**config.mk**
```make
export PLATFORM = sky130hd
export DESIGN_NAME = id_ex_stage
export DESIGN_NICKNAME = d
export VERILOG_FILES = /design/src/rtl/riscv_pkg.sv /design/src/rtl/id_ex_stage_hazard_detect.sv /design/src/rtl/id_ex_stage.sv
export SDC_FILE = /design/constraint.sdc
export NUM_CORES = 1
export LEC_CHECK = 0
export BUFFER_PORTS_ARGS = -buffer_cell sky130_fd_sc_hd__buf_2
export CAP_MARGIN = 20
export CORE_AREA = 2 2 136 138
export CTS_BUF_LIST = sky130_fd_sc_hd__clkbuf_4
export DETAILED_ROUTE_END_ITERATION = 6
export DIE_AREA = 0 0 138 140
export SLEW_MARGIN = 20
export SYNTH_ARGS = -nofsm -noshare
export SYNTH_HDL_FRONTEND = slang
export SYNTH_SLANG_ARGS = --single-unit
```
**constraint.sdc**
```tcl
create_clock -name clk_i -period 3 [get_ports clk_i]
set_clock_uncertainty 0.1 [all_clocks]
set_input_delay 0.6 -clock clk_i [delete_from_list [all_inputs] [get_ports clk_i]]
set_output_delay 0.6 -clock clk_i [all_outputs]
set_load 0.02 [all_outputs]
```
**src/rtl/riscv_pkg.sv**
```systemverilog
// Shared definitions for the RV32 subset core: opcodes, ALUOp encodings
// and the control bundle that travels down the pipeline.
package riscv_pkg;

  localparam logic [6:0] OP_LW  = 7'b0000011;
  localparam logic [6:0] OP_SW  = 7'b0100011;
  localparam logic [6:0] OP_BEQ = 7'b1100011;
  localparam logic [6:0] OP_IMM = 7'b0010011;
  localparam logic [6:0] OP_R   = 7'b0110011;

  localparam logic [1:0] ALUOP_LDST = 2'b00;
  localparam logic [1:0] ALUOP_BEQ  = 2'b01;
  localparam logic [1:0] ALUOP_R    = 2'b10;
  localparam logic [1:0] ALUOP_IMM  = 2'b11;

  // Decoder control bundle carried from ID into EX
  typedef struct packed {
    logic [1:0] ALUOp;
    logic       ALUSrc;
    logic       RegWrite;
    logic       MemWrite;
    logic       MemRead;
    logic       Mem2Reg;
    logic       Branch;
  } ctrl_t;

  // A bubble carries no side effects: no register, memory or branch action
  localparam ctrl_t CTRL_BUBBLE = '0;

endpackage

```
**src/rtl/id_ex_stage_hazard_detect.sv**
```systemverilog
// Load-use hazard detector: flags when the load sitting in EX writes a
// register that the instruction in ID is about to read.
module hazard_detect (
  input  logic       ex_valid_i,
  input  logic       ex_mem_read_i,
  input  logic [4:0] ex_rd_i,
  input  logic       id_valid_i,
  input  logic       id_alu_src_i,
  input  logic       id_mem_write_i,
  input  logic [4:0] id_rs1_i,
  input  logic [4:0] id_rs2_i,
  output logic       raw_o
);

  logic useRs2;

  // rs1 always counts as read; rs2 only matters for R-type, beq and sw
  always_comb begin
    useRs2 = !id_alu_src_i | id_mem_write_i;
    raw_o  = ex_valid_i & ex_mem_read_i & (ex_rd_i != 5'd0) & id_valid_i &
             ((ex_rd_i == id_rs1_i) | (useRs2 & (ex_rd_i == id_rs2_i)));
  end

endmodule

```
**src/rtl/id_ex_stage.sv**
```systemverilog
// ID/EX pipeline register with built-in load-use stall, branch flush,
// global hold and a saturating count of inserted hazard bubbles.
import riscv_pkg::*;

module id_ex_stage #(
  parameter int XLEN  = 32,
  parameter int CNT_W = 16
) (
  input  logic             clk_i,
  input  logic             rst_i,
  input  logic             hold_i,
  input  logic             flush_i,
  input  logic             valid_i,
  input  logic [1:0]       ALUOp_i,
  input  logic             ALUSrc_i,
  input  logic             RegWrite_i,
  input  logic             MemWrite_i,
  input  logic             MemRead_i,
  input  logic             Mem2Reg_i,
  input  logic             Branch_i,
  input  logic [XLEN-1:0]  RS1data_i,
  input  logic [XLEN-1:0]  RS2data_i,
  input  logic [XLEN-1:0]  Imm_i,
  input  logic [XLEN-1:0]  pc_i,
  input  logic [9:0]       funct_i,
  input  logic [4:0]       RS1addr_i,
  input  logic [4:0]       RS2addr_i,
  input  logic [4:0]       RDaddr_i,
  output logic [1:0]       ALUOp_o,
  output logic             ALUSrc_o,
  output logic             RegWrite_o,
  output logic             MemWrite_o,
  output logic             MemRead_o,
  output logic             Mem2Reg_o,
  output logic             Branch_o,
  output logic [XLEN-1:0]  RS1data_o,
  output logic [XLEN-1:0]  RS2data_o,
  output logic [XLEN-1:0]  Imm_o,
  output logic [XLEN-1:0]  pc_o,
  output logic [9:0]       funct_o,
  output logic [4:0]       RS1addr_o,
  output logic [4:0]       RS2addr_o,
  output logic [4:0]       RDaddr_o,
  output logic             valid_o,
  output logic             PCWrite_o,
  output logic             IFIDWrite_o,
  output logic             hazard_o,
  output logic [CNT_W-1:0] bubble_cnt_o
);

  ctrl_t             ctrlIn;
  ctrl_t             ctrl_q, ctrl_d;
  logic [XLEN-1:0]   rs1data_q, rs1data_d;
  logic [XLEN-1:0]   rs2data_q, rs2data_d;
  logic [XLEN-1:0]   imm_q, imm_d;
  logic [XLEN-1:0]   pc_q, pc_d;
  logic [9:0]        funct_q, funct_d;
  logic [4:0]        rs1addr_q, rs1addr_d;
  logic [4:0]        rs2addr_q, rs2addr_d;
  logic [4:0]        rdaddr_q, rdaddr_d;
  logic              valid_q, valid_d;
  logic [CNT_W-1:0]  cnt_q, cnt_d;
  logic              raw;
  logic              hazard;

  assign ctrlIn = '{ALUOp: ALUOp_i, ALUSrc: ALUSrc_i, RegWrite: RegWrite_i,
                    MemWrite: MemWrite_i, MemRead: MemRead_i,
                    Mem2Reg: Mem2Reg_i, Branch: Branch_i};

  hazard_detect u_hazard_detect (
    .ex_valid_i     (valid_q),
    .ex_mem_read_i  (ctrl_q.MemRead),
    .ex_rd_i        (rdaddr_q),
    .id_valid_i     (valid_i),
    .id_alu_src_i   (ALUSrc_i),
    .id_mem_write_i (MemWrite_i),
    .id_rs1_i       (RS1addr_i),
    .id_rs2_i       (RS2addr_i),
    .raw_o          (raw)
  );

  // A taken branch squashes the stalled instruction anyway, so no stall then
  assign hazard      = raw & !flush_i;
  assign hazard_o    = hazard;
  assign PCWrite_o   = !hazard;
  assign IFIDWrite_o = !hazard;

  // Next state: hold keeps everything, flush/hazard load a bubble, else load ID
  always_comb begin
    ctrl_d    = ctrl_q;
    rs1data_d = rs1data_q;
    rs2data_d = rs2data_q;
    imm_d     = imm_q;
    pc_d      = pc_q;
    funct_d   = funct_q;
    rs1addr_d = rs1addr_q;
    rs2addr_d = rs2addr_q;
    rdaddr_d  = rdaddr_q;
    valid_d   = valid_q;
    cnt_d     = cnt_q;
    if (hold_i) begin
      cnt_d = cnt_q;
    end else if (flush_i || hazard) begin
      ctrl_d    = CTRL_BUBBLE;
      rs1data_d = '0;
      rs2data_d = '0;
      imm_d     = '0;
      pc_d      = '0;
      funct_d   = '0;
      rs1addr_d = '0;
      rs2addr_d = '0;
      rdaddr_d  = '0;
      valid_d   = 1'b0;
      if (!flush_i && (cnt_q != {CNT_W{1'b1}})) begin
        cnt_d = cnt_q + {{(CNT_W-1){1'b0}}, 1'b1};
      end
    end else begin
      ctrl_d    = ctrlIn;
      rs1data_d = RS1data_i;
      rs2data_d = RS2data_i;
      imm_d     = Imm_i;
      pc_d      = pc_i;
      funct_d   = funct_i;
      rs1addr_d = RS1addr_i;
      rs2addr_d = RS2addr_i;
      rdaddr_d  = RDaddr_i;
      valid_d   = valid_i;
    end
  end

  // Register bank with synchronous reset that overrides everything else
  always_ff @(posedge clk_i) begin
    if (rst_i) begin
      ctrl_q    <= CTRL_BUBBLE;
      rs1data_q <= '0;
      rs2data_q <= '0;
      imm_q     <= '0;
      pc_q      <= '0;
      funct_q   <= '0;
      rs1addr_q <= '0;
      rs2addr_q <= '0;
      rdaddr_q  <= '0;
      valid_q   <= 1'b0;
      cnt_q     <= '0;
    end else begin
      ctrl_q    <= ctrl_d;
      rs1data_q <= rs1data_d;
      rs2data_q <= rs2data_d;
      imm_q     <= imm_d;
      pc_q      <= pc_d;
      funct_q   <= funct_d;
      rs1addr_q <= rs1addr_d;
      rs2addr_q <= rs2addr_d;
      rdaddr_q  <= rdaddr_d;
      valid_q   <= valid_d;
      cnt_q     <= cnt_d;
    end
  end

  assign ALUOp_o      = ctrl_q.ALUOp;
  assign ALUSrc_o     = ctrl_q.ALUSrc;
  assign RegWrite_o   = ctrl_q.RegWrite;
  assign MemWrite_o   = ctrl_q.MemWrite;
  assign MemRead_o    = ctrl_q.MemRead;
  assign Mem2Reg_o    = ctrl_q.Mem2Reg;
  assign Branch_o     = ctrl_q.Branch;
  assign RS1data_o    = rs1data_q;
  assign RS2data_o    = rs2data_q;
  assign Imm_o        = imm_q;
  assign pc_o         = pc_q;
  assign funct_o      = funct_q;
  assign RS1addr_o    = rs1addr_q;
  assign RS2addr_o    = rs2addr_q;
  assign RDaddr_o     = rdaddr_q;
  assign valid_o      = valid_q;
  assign bubble_cnt_o = cnt_q;

endmodule

```
## Yosys cells after proc, flatten, opt, wreduce, memory -nomap -nowiden

Cells that the tools add are included.

- Word-level logic and storage cells: 47
- Flip-flop bits (word level): 178
- Output and inout bits: 181

- Bitwise logic cells: 9
- Reduce and logical (&&, ||, !) cells: 7
- Multiplexer cells: 10
- $add $sub $neg: 1
- Eq/ne operators: 3

Operators with widths:

| cell | number |
|---|---|
| two-way mux 32 bit | 4 |
| adder 16 x 1 -> 16 bit, second input constant | 1 |
| inequality test 16 bit, second input constant | 1 |
| two-way mux 5 bit | 3 |
| == test 5 bit | 2 |
| two-way mux 10 bit | 1 |
| two-way mux 8 bit | 1 |
| bitwise AND 1 bit | 6 |
| nonzero test 5 bit | 1 |
| logical NOT 1 bit | 3 |
| AND reduction 3 bit | 1 |
| bitwise OR 1 bit | 2 |
| logical AND 1 bit | 1 |
| logical OR 1 bit | 1 |
| two-way mux 1 bit | 1 |
| inverter 1 bit | 1 |

## Logic depth before layout (Yosys ltp)

- Depth after elaboration: 8
- Gate-level depth with buffers: 8
- Gate-level depth less buffers: 7

## Hierarchy

A second synthesis with hierarchy kept.

- Cell total of the unflattened synthesis: 660
- Area total of the unflattened synthesis: 6254.7 µm²

Modules (own cells, without submodules):

| module | area each (µm²) | sequential area each (µm²) | times used | cells an instance |
|---|---|---|---|---|
| id_ex_stage | 6118.4 | 3563.4 | 1 | 642 |
| hazard_detect | 136.4 | 0.0 | 1 | 18 |

## Least setup slack after synthesis

Ideal clock, no wire load.

- Kind: in2out
- Start point: input RS2addr_i[1]
- End point: output PCWrite_o
- Path slack: 392 ps
- Arrival: 1908 ps
- Stages on the path: 6
- Required time: 2300 ps
- Cell sequence: xnor2_1 nand4_1 o22ai_1 nor2b_1 nand2b_1 buf_4

- Longest elaborated chain between the ends: 6

RTL lines:

| element | line | source |
|---|---|---|
| from (decl) | id_ex_stage.sv:27 | `input logic [4:0] RS2addr_i,` |
| == test 5 bit | id_ex_stage_hazard_detect.sv:21 | `((ex_rd_i == id_rs1_i) \| (useRs2 & (ex_rd_i == id_rs2_i)));` |
| bitwise AND 1 bit | id_ex_stage_hazard_detect.sv:21 |  |
| bitwise OR 1 bit | id_ex_stage_hazard_detect.sv:21 |  |
| bitwise AND 1 bit | id_ex_stage_hazard_detect.sv:20 | `raw_o = ex_valid_i & ex_mem_read_i & (ex_rd_i != 5'd0) & id_valid_i &` |
| bitwise AND 1 bit | id_ex_stage.sv:83 | `assign hazard = raw & !flush_i;` |
| logical NOT 1 bit | n/a |  |
| to (decl) | id_ex_stage.sv:45 | `output logic PCWrite_o,` |

Every way passes these cells.

## Worst setup path after layout

- Start point: register rdaddr_q[0] (netlist: RDaddr_o[0])
- End point: output hazard_o

- Longest elaborated chain between the ends: 5
- Elaborated cells between the ends (all ways): 9

RTL lines:

| element | line | source |
|---|---|---|
| from (decl) | id_ex_stage.sv:60 | `logic [4:0] rdaddr_q, rdaddr_d;` |
| from (signal assigned) | id_ex_stage.sv:154 | `rdaddr_q <= rdaddr_d;` |
| == test 5 bit / nonzero test 5 bit (equally long branches) | id_ex_stage_hazard_detect.sv:21, id_ex_stage_hazard_detect.sv:20 |  |
| bitwise AND 1 bit, on equally long branches | id_ex_stage_hazard_detect.sv:21, id_ex_stage_hazard_detect.sv:20 |  |
| bitwise OR 1 bit / bitwise AND 1 bit (equally long branches) | id_ex_stage_hazard_detect.sv:21, id_ex_stage_hazard_detect.sv:20 |  |
| bitwise AND 1 bit * | id_ex_stage_hazard_detect.sv:20 |  |
| bitwise AND 1 bit * | id_ex_stage.sv:83 |  |
| to (decl) | id_ex_stage.sv:47 | `output logic hazard_o,` |

Every way passes the cells marked *; elsewhere a longest branch is shown, timed or not.

==> metrics <==
r2r startpoint=RDaddr_o[0]; FMAX=355 MHz; Worst IR Drop VDD=0.284 mV; CTS max path bufs=2; Post-synth EDFFs=0; WS Path Type=register to output pin; GP Congestion=0.784; RSZ-0062 raised after global routing=false; Hold Path End=RS1data_o[14]; final hold vios=0; Clock Pin Slew Worst Setup and Hold Paths=0.16 ns; Root Buffer=clkbuf_4; cell taking the most area after synthesis=dfxtp_1; max-slew violation count=0; largest net degree at the start of global routing=between 90 and 100; WP data arrival=approximately 2.1 ns; total number of vias=5,012; Seq/Total Area, Yosys=61.7%; worst setup margin=0.179 ns; cell family with most CP delay=simple AND/OR/NAND/NOR gates; synth warn=0; Final period util=94.0%; leakage power=~0.004 uW; CP Launch Type=register; cell with the most instances after synthesis=dfxtp_1; Post-synth ARST share=0%; Row Count=49; initial antenna violation count=2; share of total power in the clock network=between 30% and 40%; Critical Path RT=around 2.3 ns; Syn Area/Cell=12.1 um2; top cells by count, synth=dfxtp_1, a22o_1, clkbuf_1; Crit Reg-Reg Endpoint=RS2data_o[19]; Area contributors post-synth=dfxtp_1, a22o_1, clkbuf_1; remaining global-route overflow=0; combinational power share=10.6%; via-per-instance ratio=4.77; top cell type's share of synthesized area=61.7%; Fin Setup TNS=0 ns; internal power=3440 uW; drt first pass iters=4; HPWL after detailed placement=11,700 um; CTS Buf Count=17; Syn Inst Count=477; Sw Share=25.5%; crit path cell chain=or4_1, o21ai_1, nor2b_2, nand2b_1, inv_1, buf_2; run status=complete, no violations; DRC=0; slowest cell on the critical path=or4_1; r2r worst-path depth=6; Port Buffer Count=346; area delta synth->final=40.2%; Place WS=0.435 ns; Final ANT Viol Nets=0; P_sw=1180 uW; Rel. slew slack=a little over two thirds; Seq cells post-synth=178; dominant synthesized flop cell=dfxtp_1; Tot GR Track Use=16.6%; # H-tree levels=4; Cell Pwr Density=570 nW/um2; Routed wire per std cell=15.9 um; CP max FO=5; Initial DRC Count=249; Clk Latency, worst-skew pair=0.54 ns; Tightest Pin Transition=0.456 ns; fillers=roughly 1,700; first-pass GRT wire length=25,900 um; Mapped Area=5780 um2; Final Setup Violations=0; hold_buf cts=0; Synth Net Count=644; Reg power frac=between 50% and 60%; post-synth cell types=32; WL final=16,700 um; CTS tree=done; die height=140 um; min Tclk post-route=2.82 ns; Reg2Reg Setup Slack=0.58 ns; layout cells sized above 1=47.4%; max-cap violation count=0; I/O pins=347; Die W=138 um; hold_sp=RS1data_i[14]; Final #Nets=between 900 and 1,000; die area=19,300 um2; Crit path buffers/inverters=2; CP max stage delay=0.53 ns; Initial Util=around a third; Core Area=17,800 um2; clk sink count=between 150 and 200; number of global-route vias before repair=about 4,800; hold path depth=2; Crit. End Element=output pin; worst min path class=primary input to register
==> per-layer routing <==
metal | GRT usage, % | vias up | share of wire (%)
li1 | - | 2473 | -
met2 | 25.6 | 243 | 47
met4 | 7.95 | 0 | 3.0
met1 | 20.9 | 2263 | 42
met3 | 5.71 | 33 | 8.1
met5 | 0 | - | 0
==> cell families after synthesis <==
family,Yosys count,share of synthesized area [%]
flops,178,61.7
compound gates,175,25.8
simple gates,60,6.11
buf+inv,43,3.05
xor+xnor,17,2.58
mux,3,0.563
fa+ha+maj,1,0.217
==> worst reg2reg max path: cells and delay by family (launching register included) <==
family | cells | cell delay, ns
compound gates | 2 | 0.55
buf+inv | 1 | 0.38
flops | 1 | 0.40
simple gates | 3 | 0.93
==> layout by cell type, fill, tap and decap left out, types with 6 or more instances in the layout <==
master and instances:
buf_2 346, dfxtp_1 177, a22o_1 162, clkbuf_4 18, xnor2_1 11, nand3_1 9, nor2_1 9, nand4_1 8
nand2_1 6, xor2_1 6
==> state kept, by name, indices dropped and copies added, names as in the netlist, 2 cells and up <==
name,count
Imm_o,32
pc_o,32
RS1addr_o,5
ALUOp_o,2
bubble_cnt_o,16
funct_o,10
RS1data_o,32
RS2addr_o,5
RS2data_o,32
RDaddr_o,5
==> repair_timing <==
item                                    4_1_cts  5_1_grt
endpoints found under the setup margin        0        3
gates resized for setup                       0        2
buffers inserted                              0        0
hold endpoints to repair                      0        0
==> how the worst max path moves through the flow <==
stage               depth (start not counted)    startpoint                to
finish                                      6   RDaddr_o[0]          hazard_o
global route                                7   RDaddr_o[3]          hazard_o
CTS                                         7   RDaddr_o[1]          hazard_o
detailed placement                          8  RS2addr_i[1]  bubble_cnt_o[14]
global placement                            8  RS2addr_i[4]  bubble_cnt_o[14]
floorplan                                   6  RS2addr_i[1]         PCWrite_o
==> per-stage QoR <==
stage | total power [uW] | utilization (%) | area (um2) | hold WS, ns | std cells
4_1_cts | 4680 | 45.5 | 8090 | 0.0752 | 1049
2_1_floorplan | 2800 | - | 5780 | 0.470 | 477
3_5_place_dp | 3040 | 43.5 | 7740 | 0.350 | 1019
5_1_grt | 4820 | 45.5 | 8100 | 0.0758 | 1051
6_report | 4620 | 45.5 | 8100 | 0.154 | 1051
3_3_place_gp | 3040 | 43.5 | 7740 | 0.351 | 1019
==> power by group through the flow <==
stage / clock [uW] / combinational, uW / sequential [uW]
floorplan: 0 / 147 / 2650
global placement: 0 / 490 / 2550
detailed placement: 0 / 492 / 2540
CTS: 1690 / 493 / 2500
global route: 1790 / 526 / 2510
finish: 1630 / 489 / 2500
==> final cells by class <==
type	instances	area, um2	share of cell area [%]
Multi-Input combinational cell	256	2050	25.3
Inverter	4	15.0	0.185
Tap cell	229	287	3.54
Clock buffer	18	135	1.67
Timing Repair Buffer	352	1830	22.6
Clock inverter	12	218	2.69
Sequential cell	178	3560	44.0
Antenna cell	2	5.00	0.0618
Note: power is estimated with default switching activity, not from simulation.
